==> config.mk <==
export PLATFORM = sky130hd
export DESIGN_NAME = updown_sweep_ctrl_flat
export DESIGN_NICKNAME = d
export VERILOG_FILES = /design/src/rtl/updown_sweep_ctrl_if.sv /design/src/rtl/updown_sweep_ctrl.sv /design/src/flat_wrapper.sv
export SDC_FILE = /design/constraint.sdc
export NUM_CORES = 1
export LEC_CHECK = 0
export BUFFER_PORTS_ARGS = -buffer_cell sky130_fd_sc_hd__clkbuf_2
export CAP_MARGIN = 20
export CORE_MARGIN = 2
export CORE_UTILIZATION = 51
export CTS_BUF_LIST = sky130_fd_sc_hd__clkbuf_4
export DETAILED_ROUTE_END_ITERATION = 12
export GPL_TIMING_DRIVEN = 0
export PLACE_DENSITY = 0.78
export SLEW_MARGIN = 20
export SYNTH_ARGS = -nofsm -noshare
export SYNTH_HDL_FRONTEND = slang
export SYNTH_SLANG_ARGS = --single-unit
==> constraint.sdc <==
create_clock -name clock -period 2.2 [get_ports clock]
set_clock_uncertainty 0.1 [all_clocks]
set_input_delay 0.11 -clock clock [delete_from_list [all_inputs] [get_ports clock]]
set_output_delay 0.11 -clock clock [all_outputs]
set_load 0.05 [all_outputs]
==> src/rtl/updown_sweep_ctrl_if.sv <==
// Control/status bus between the register block and the sweep controller.
// The master drives run requests; the slave (the controller) reports status.
interface updown_sweep_ctrl_if;
    logic       start;
    logic       abort;
    logic       mode;
    logic [3:0] limit;
    logic       busy;
    logic       done;
    logic       err;
    logic       peak;
    logic [7:0] sweeps;

    modport master (
        output start, abort, mode, limit,
        input  busy, done, err, peak, sweeps
    );

    modport slave (
        input  start, abort, mode, limit,
        output busy, done, err, peak, sweeps
    );
endinterface

==> src/rtl/updown_sweep_ctrl.sv <==
// Drives Reset/Down of a free-running 4-bit up/down counter so it sweeps
// 0 -> limit -> 0, once or continuously, with busy/done/peak/err status.
module updown_sweep_ctrl (
    input  logic                       clock,
    input  logic                       Reset,
    updown_sweep_ctrl_if.slave         ctl,
    input  logic [3:0]                 cnt_q,
    output logic                       cnt_reset,
    output logic                       cnt_down
);

    typedef enum logic [1:0] {
        IDLE = 2'd0,
        UP   = 2'd1,
        DOWN = 2'd2
    } state_t;

    state_t     state;
    state_t     state_nxt;

    logic [3:0] lim_r;
    logic       mode_r;
    logic [7:0] sweeps_r;
    logic       done_r;
    logic       err_r;
    logic       peak_r;

    logic       done_nxt;
    logic       err_nxt;
    logic       peak_nxt;
    logic       accept;
    logic       sweep_end;

    // Next state and counter control; abort outranks every other input.
    always_comb begin
        state_nxt = state;
        cnt_reset = 1'b0;
        cnt_down  = 1'b0;
        done_nxt  = 1'b0;
        err_nxt   = 1'b0;
        peak_nxt  = 1'b0;
        accept    = 1'b0;
        sweep_end = 1'b0;

        case (state)
            IDLE: begin
                cnt_reset = 1'b1;
                if (ctl.start) begin
                    if (ctl.limit != 4'd0) begin
                        accept    = 1'b1;
                        state_nxt = UP;
                    end else begin
                        err_nxt = 1'b1;
                    end
                end
            end

            UP: begin
                if (ctl.abort) begin
                    cnt_reset = 1'b1;
                    state_nxt = IDLE;
                end else if (cnt_q >= lim_r) begin
                    cnt_down  = 1'b1;
                    peak_nxt  = 1'b1;
                    state_nxt = DOWN;
                end
            end

            DOWN: begin
                if (ctl.abort) begin
                    cnt_reset = 1'b1;
                    state_nxt = IDLE;
                end else if (cnt_q != 4'd0) begin
                    cnt_down = 1'b1;
                end else begin
                    sweep_end = 1'b1;
                    if (!mode_r) begin
                        // Hold at 0 instead of letting the counter wrap to 0xF.
                        cnt_reset = 1'b1;
                        done_nxt  = 1'b1;
                        state_nxt = IDLE;
                    end else begin
                        state_nxt = UP;
                    end
                end
            end

            default: begin
                cnt_reset = 1'b1;
                state_nxt = IDLE;
            end
        endcase

        if (Reset) begin
            cnt_reset = 1'b1;
            cnt_down  = 1'b0;
        end
    end

    always_ff @(posedge clock) begin
        if (Reset) begin
            state    <= IDLE;
            lim_r    <= '0;
            mode_r   <= 1'b0;
            sweeps_r <= '0;
            done_r   <= 1'b0;
            err_r    <= 1'b0;
            peak_r   <= 1'b0;
        end else begin
            state  <= state_nxt;
            done_r <= done_nxt;
            err_r  <= err_nxt;
            peak_r <= peak_nxt;
            if (accept) begin
                lim_r    <= ctl.limit;
                mode_r   <= ctl.mode;
                sweeps_r <= '0;
            end else if (sweep_end && (sweeps_r != 8'hFF)) begin
                sweeps_r <= sweeps_r + 8'd1;
            end
        end
    end

    assign ctl.busy   = (state != IDLE);
    assign ctl.done   = done_r;
    assign ctl.err    = err_r;
    assign ctl.peak   = peak_r;
    assign ctl.sweeps = sweeps_r;

endmodule

==> src/flat_wrapper.sv <==
// flat-port wrapper written by rule: the top's interface ports become plain ports
module updown_sweep_ctrl_flat 
  (clock, Reset, cnt_q, cnt_reset, cnt_down, ctl_start, ctl_abort, ctl_mode, ctl_limit, ctl_busy, ctl_done, ctl_err, ctl_peak, ctl_sweeps);
  updown_sweep_ctrl_if ctl_i ();
  input  logic clock;
  input  logic Reset;
  input  logic [3:0] cnt_q;
  output logic cnt_reset;
  output logic cnt_down;
  input wire logic [$bits(ctl_i.start)-1:0] ctl_start;
  input wire logic [$bits(ctl_i.abort)-1:0] ctl_abort;
  input wire logic [$bits(ctl_i.mode)-1:0] ctl_mode;
  input wire logic [$bits(ctl_i.limit)-1:0] ctl_limit;
  output wire logic [$bits(ctl_i.busy)-1:0] ctl_busy;
  output wire logic [$bits(ctl_i.done)-1:0] ctl_done;
  output wire logic [$bits(ctl_i.err)-1:0] ctl_err;
  output wire logic [$bits(ctl_i.peak)-1:0] ctl_peak;
  output wire logic [$bits(ctl_i.sweeps)-1:0] ctl_sweeps;
  assign ctl_i.start = ctl_start;
  assign ctl_i.abort = ctl_abort;
  assign ctl_i.mode = ctl_mode;
  assign ctl_i.limit = ctl_limit;
  assign ctl_busy = ctl_i.busy;
  assign ctl_done = ctl_i.done;
  assign ctl_err = ctl_i.err;
  assign ctl_peak = ctl_i.peak;
  assign ctl_sweeps = ctl_i.sweeps;
  updown_sweep_ctrl u_core (.clock(clock), .Reset(Reset), .ctl(ctl_i), .cnt_q(cnt_q), .cnt_reset(cnt_reset), .cnt_down(cnt_down));
endmodule
==> impl_metrics.ini <==
[worst_setup_path]
startpoint_type = register
critical_path_peak_fanout = 2
reg2reg_to = u_core.state[0]
crit_type = reg -> out
critical_path_required_ps = 1990
startpoint = u_core.lim_r[1]
rr_worst_depth = 6
critical_path.reg2reg.startpoint = u_core.lim_r[1]
reg2reg_setup_slack_ps = 310
cp-endpoint = cnt_down
timing.critical_path.arrival_ps = 1840
critical_path_endpoint_category = output pin

[drt]
drt-wirelength-per-cell_microns = 12.9
detail_route.first_pass.iterations = 4
drt_antenna_net_count = 0
drt_wl_total_microns = 2220
detail_route.vias_per_cell = 5.29
number_of_violations_reported_at_the_end_of_detailed_routing_iteration_0 = 12
route.detailed.drc = 0
route.vias.total = 910

[power_and_ir_drop]
switching_power_share_of_the_total_pct = 34.1
cellInternalPower_uw = 505
power_frac_seq_pct = 46.4
power_leakage_nw = 0.540
combPwrFrac_pct = 32.1
ir_worst_vdd_mv = 0.531
clkPwrFrac_pct = 21.5
power_density_nw_per_um2 = 604
power.net_switching_uw = 261

[synth]
synth_top_area_cell = dfxtp_1
synth.top_cells.by_area = dfxtp_1, ha_1, mux2i_1
synthDominantCellAreaShare_pct = 36.2
area_of_the_mapped_netlist_sq_um = 995
synth_area_per_cell_sq_um = 8.80
flop_and_latch_count_out_of_synthesis = 18
synthesis.nets = 135
ys.warnings.count = 0
synth_cell_types = 32
netlist_instances = 113
ys_seq_area_share_pct = 36.2

[clocking]
cts.htree.levels = 1
clock_latency_ps = 290
clk_transition_reported_paths_ps = 100
cts_tree = done
tritoncts_num_sinks = 18
clock_buffers_created_by_tritoncts = 3
ctsLongestPathBuffers = 2
post_cts.repair.setup_buffers = 0
cts_root_buf = clkbuf_4

[grt]
grt_pass1_vias = 829
grt_first_pass_wirelength_microns = 3410
grt_overflow = 0
grt_usage_pct = 21.6
antenna_found_initial = 0
maximum_number_of_pins_on_one_net_before_global_route_repair = 11

[place]
port-buffer-count = 26
post-place-ws_ps = 93.0
gp_congestion = 0.826
dp_hpwl_microns = 1620

[sta]
drv_slew = 0
hold_viol_final = 0
rsz_0062_raised_after_global_routing = false
finalCritPeriodShare_pct = 93.1
timing.fmax_mhz = 488
fin_crit_ps = 2050
setup-tns-final_ps = 0
finalSetupViolCount = 0
maxSlewHeadroom_pct = 68.1
final.setup.worst_slack_ps = 152
worst_slew_pin_slew_ps = 477

[floorplan]
design.die.area_sq_um = 2320
number_of_primary_i_o_pins = 27
die_x_microns = 48.2
initial_core_util_pct = 55.8
core.rowCount = 15
die_height_microns = 48.2
floorplan.core_area_sq_um = 1780

[finish]
synthToLayoutAreaGrowth_pct = 27.4
antennaDiodeCount = 0
num-nets-final = 171
commonest_cells_after_routing_fill_and_taps_aside = clkbuf_2, dfxtp_1, nor2_1
layout_commonest_cell = clkbuf_2
layout.filler_cells = 149
drive_above_1_share_pct = 25.9

[run]
drv.max_cap_violation_count = 0

[worst_hold_path]
min-delay-path-class = in -> reg

[outcome]
outcome = finished, final reports clean
-- synthesized netlist by cell type --
cell type / instances
o2111ai_1: 1
nand3_1: 3
o211ai_1: 1
a211o_1: 2
nor3_1: 4
nand2_1: 7
clkbuf_1: 1
o31ai_1: 1
nand4_1: 1
a2111oi_0: 1
xor2_1: 1
o21bai_1: 1
a31oi_1: 1
mux2i_1: 6
dfxtp_1: 18
o41ai_1: 1
inv_1: 11
nor4_4: 1
ha_1: 9
a21oi_1: 5
xnor2_1: 4
buf_6: 2
or3_1: 2
nor4_1: 1
or2_0: 1
nor2b_4: 1
o21a_1: 1
or4_4: 1
nor2b_1: 3
o21ai_0: 3
nor2_1: 16
nand2b_1: 2
-- through the flow --
step | hold WS, ps | total power, mW | std cells | instance area (sq um) | util, %
finish | 23.6 | 0.766 | 172 | 1270 | 71.1
global route | 24.0 | 0.811 | 172 | 1270 | 71.1
CTS | 21.0 | 0.760 | 172 | 1240 | 69.5
detailed placement | 254 | 0.582 | 164 | 1160 | 64.8
global placement | 248 | 0.572 | 164 | 1160 | 64.8
floorplan | 157 | 0.526 | 113 | 995 | -
-- how the worst min path moves through the flow --
stage,cells past startpoint,startpoint,endpoint,slack [ps]
2_1_floorplan,2,ctl_limit[1],u_core.lim_r[1],160
3_3_place_gp,3,ctl_mode,u_core.mode_r,250
3_5_place_dp,3,ctl_mode,u_core.mode_r,250
4_1_cts,3,Reset,u_core.state[1],20
5_1_grt,3,Reset,u_core.state[1],20
6_report,4,cnt_q[0],u_core.ctl.done,20
-- flip-flops by register name, indices dropped and copies added, names as in the netlist --
signal	cells
u_core.ctl.sweeps	8
u_core.lim_r	4
u_core.state	2
u_core.ctl.done	1
u_core.ctl.err	1
u_core.ctl.peak	1
u_core.mode_r	1
-- metal layers --
layer,global-route usage [%],routed length (microns),vias to the layer above
met5,0,0,-
met4,9.19,24,0
met3,7.04,97,5
met2,37.6,1150,28
met1,24.0,954,421
li1,-,-,456
-- layout make-up --
type	instances	area (sq um)	area share, %
plain buffers	3	26.3	2.07
clock buffers	3	22.5	1.78
inverters	11	41.3	3.26
multi-input cells	81	603	47.6
flip-flops and latches	18	360	28.4
well taps	25	31.3	2.47
repair buffers	31	183	14.4
-- worst max-delay path, cell delays in order (launching register included) --
cell and delay [ps]:
dfxtp_1 340, inv_1 50, ha_1 310, a2111oi_4 390
nor2_2 100, nand2_1 100, a21oi_1 70, buf_4 190
-- cell families after synthesis --
family                     after synthesis  synth area share, %
AOI/OAI and AO/OA                       18                 12.1
xor gates and xnor gates                 5                 4.40
adders and majority gates                9                 11.3
buffers and inverters                   14                 6.79
DFF                                     18                 36.2
muxes                                    6                 6.04
and+or+nand+nor                         43                 23.1
-- power groups by stage --
stage	sequential, mW	clock [mW]	combinational, mW
6_report	0.355	0.165	0.246
5_1_grt	0.357	0.186	0.268
4_1_cts	0.355	0.172	0.232
3_5_place_dp	0.363	0	0.220
3_3_place_gp	0.361	0	0.211
2_1_floorplan	0.365	0	0.161
-- timing repair --
item | in CTS | in global routing
hold buffers | 5 | 0
endpoints found under the setup margin | 1 | 1
pin swaps | 0 | 1
hold endpoints to repair | 6 | 0
resized for setup | 4 | 5
No activity file was read; power rests on OpenSTA's default activity.
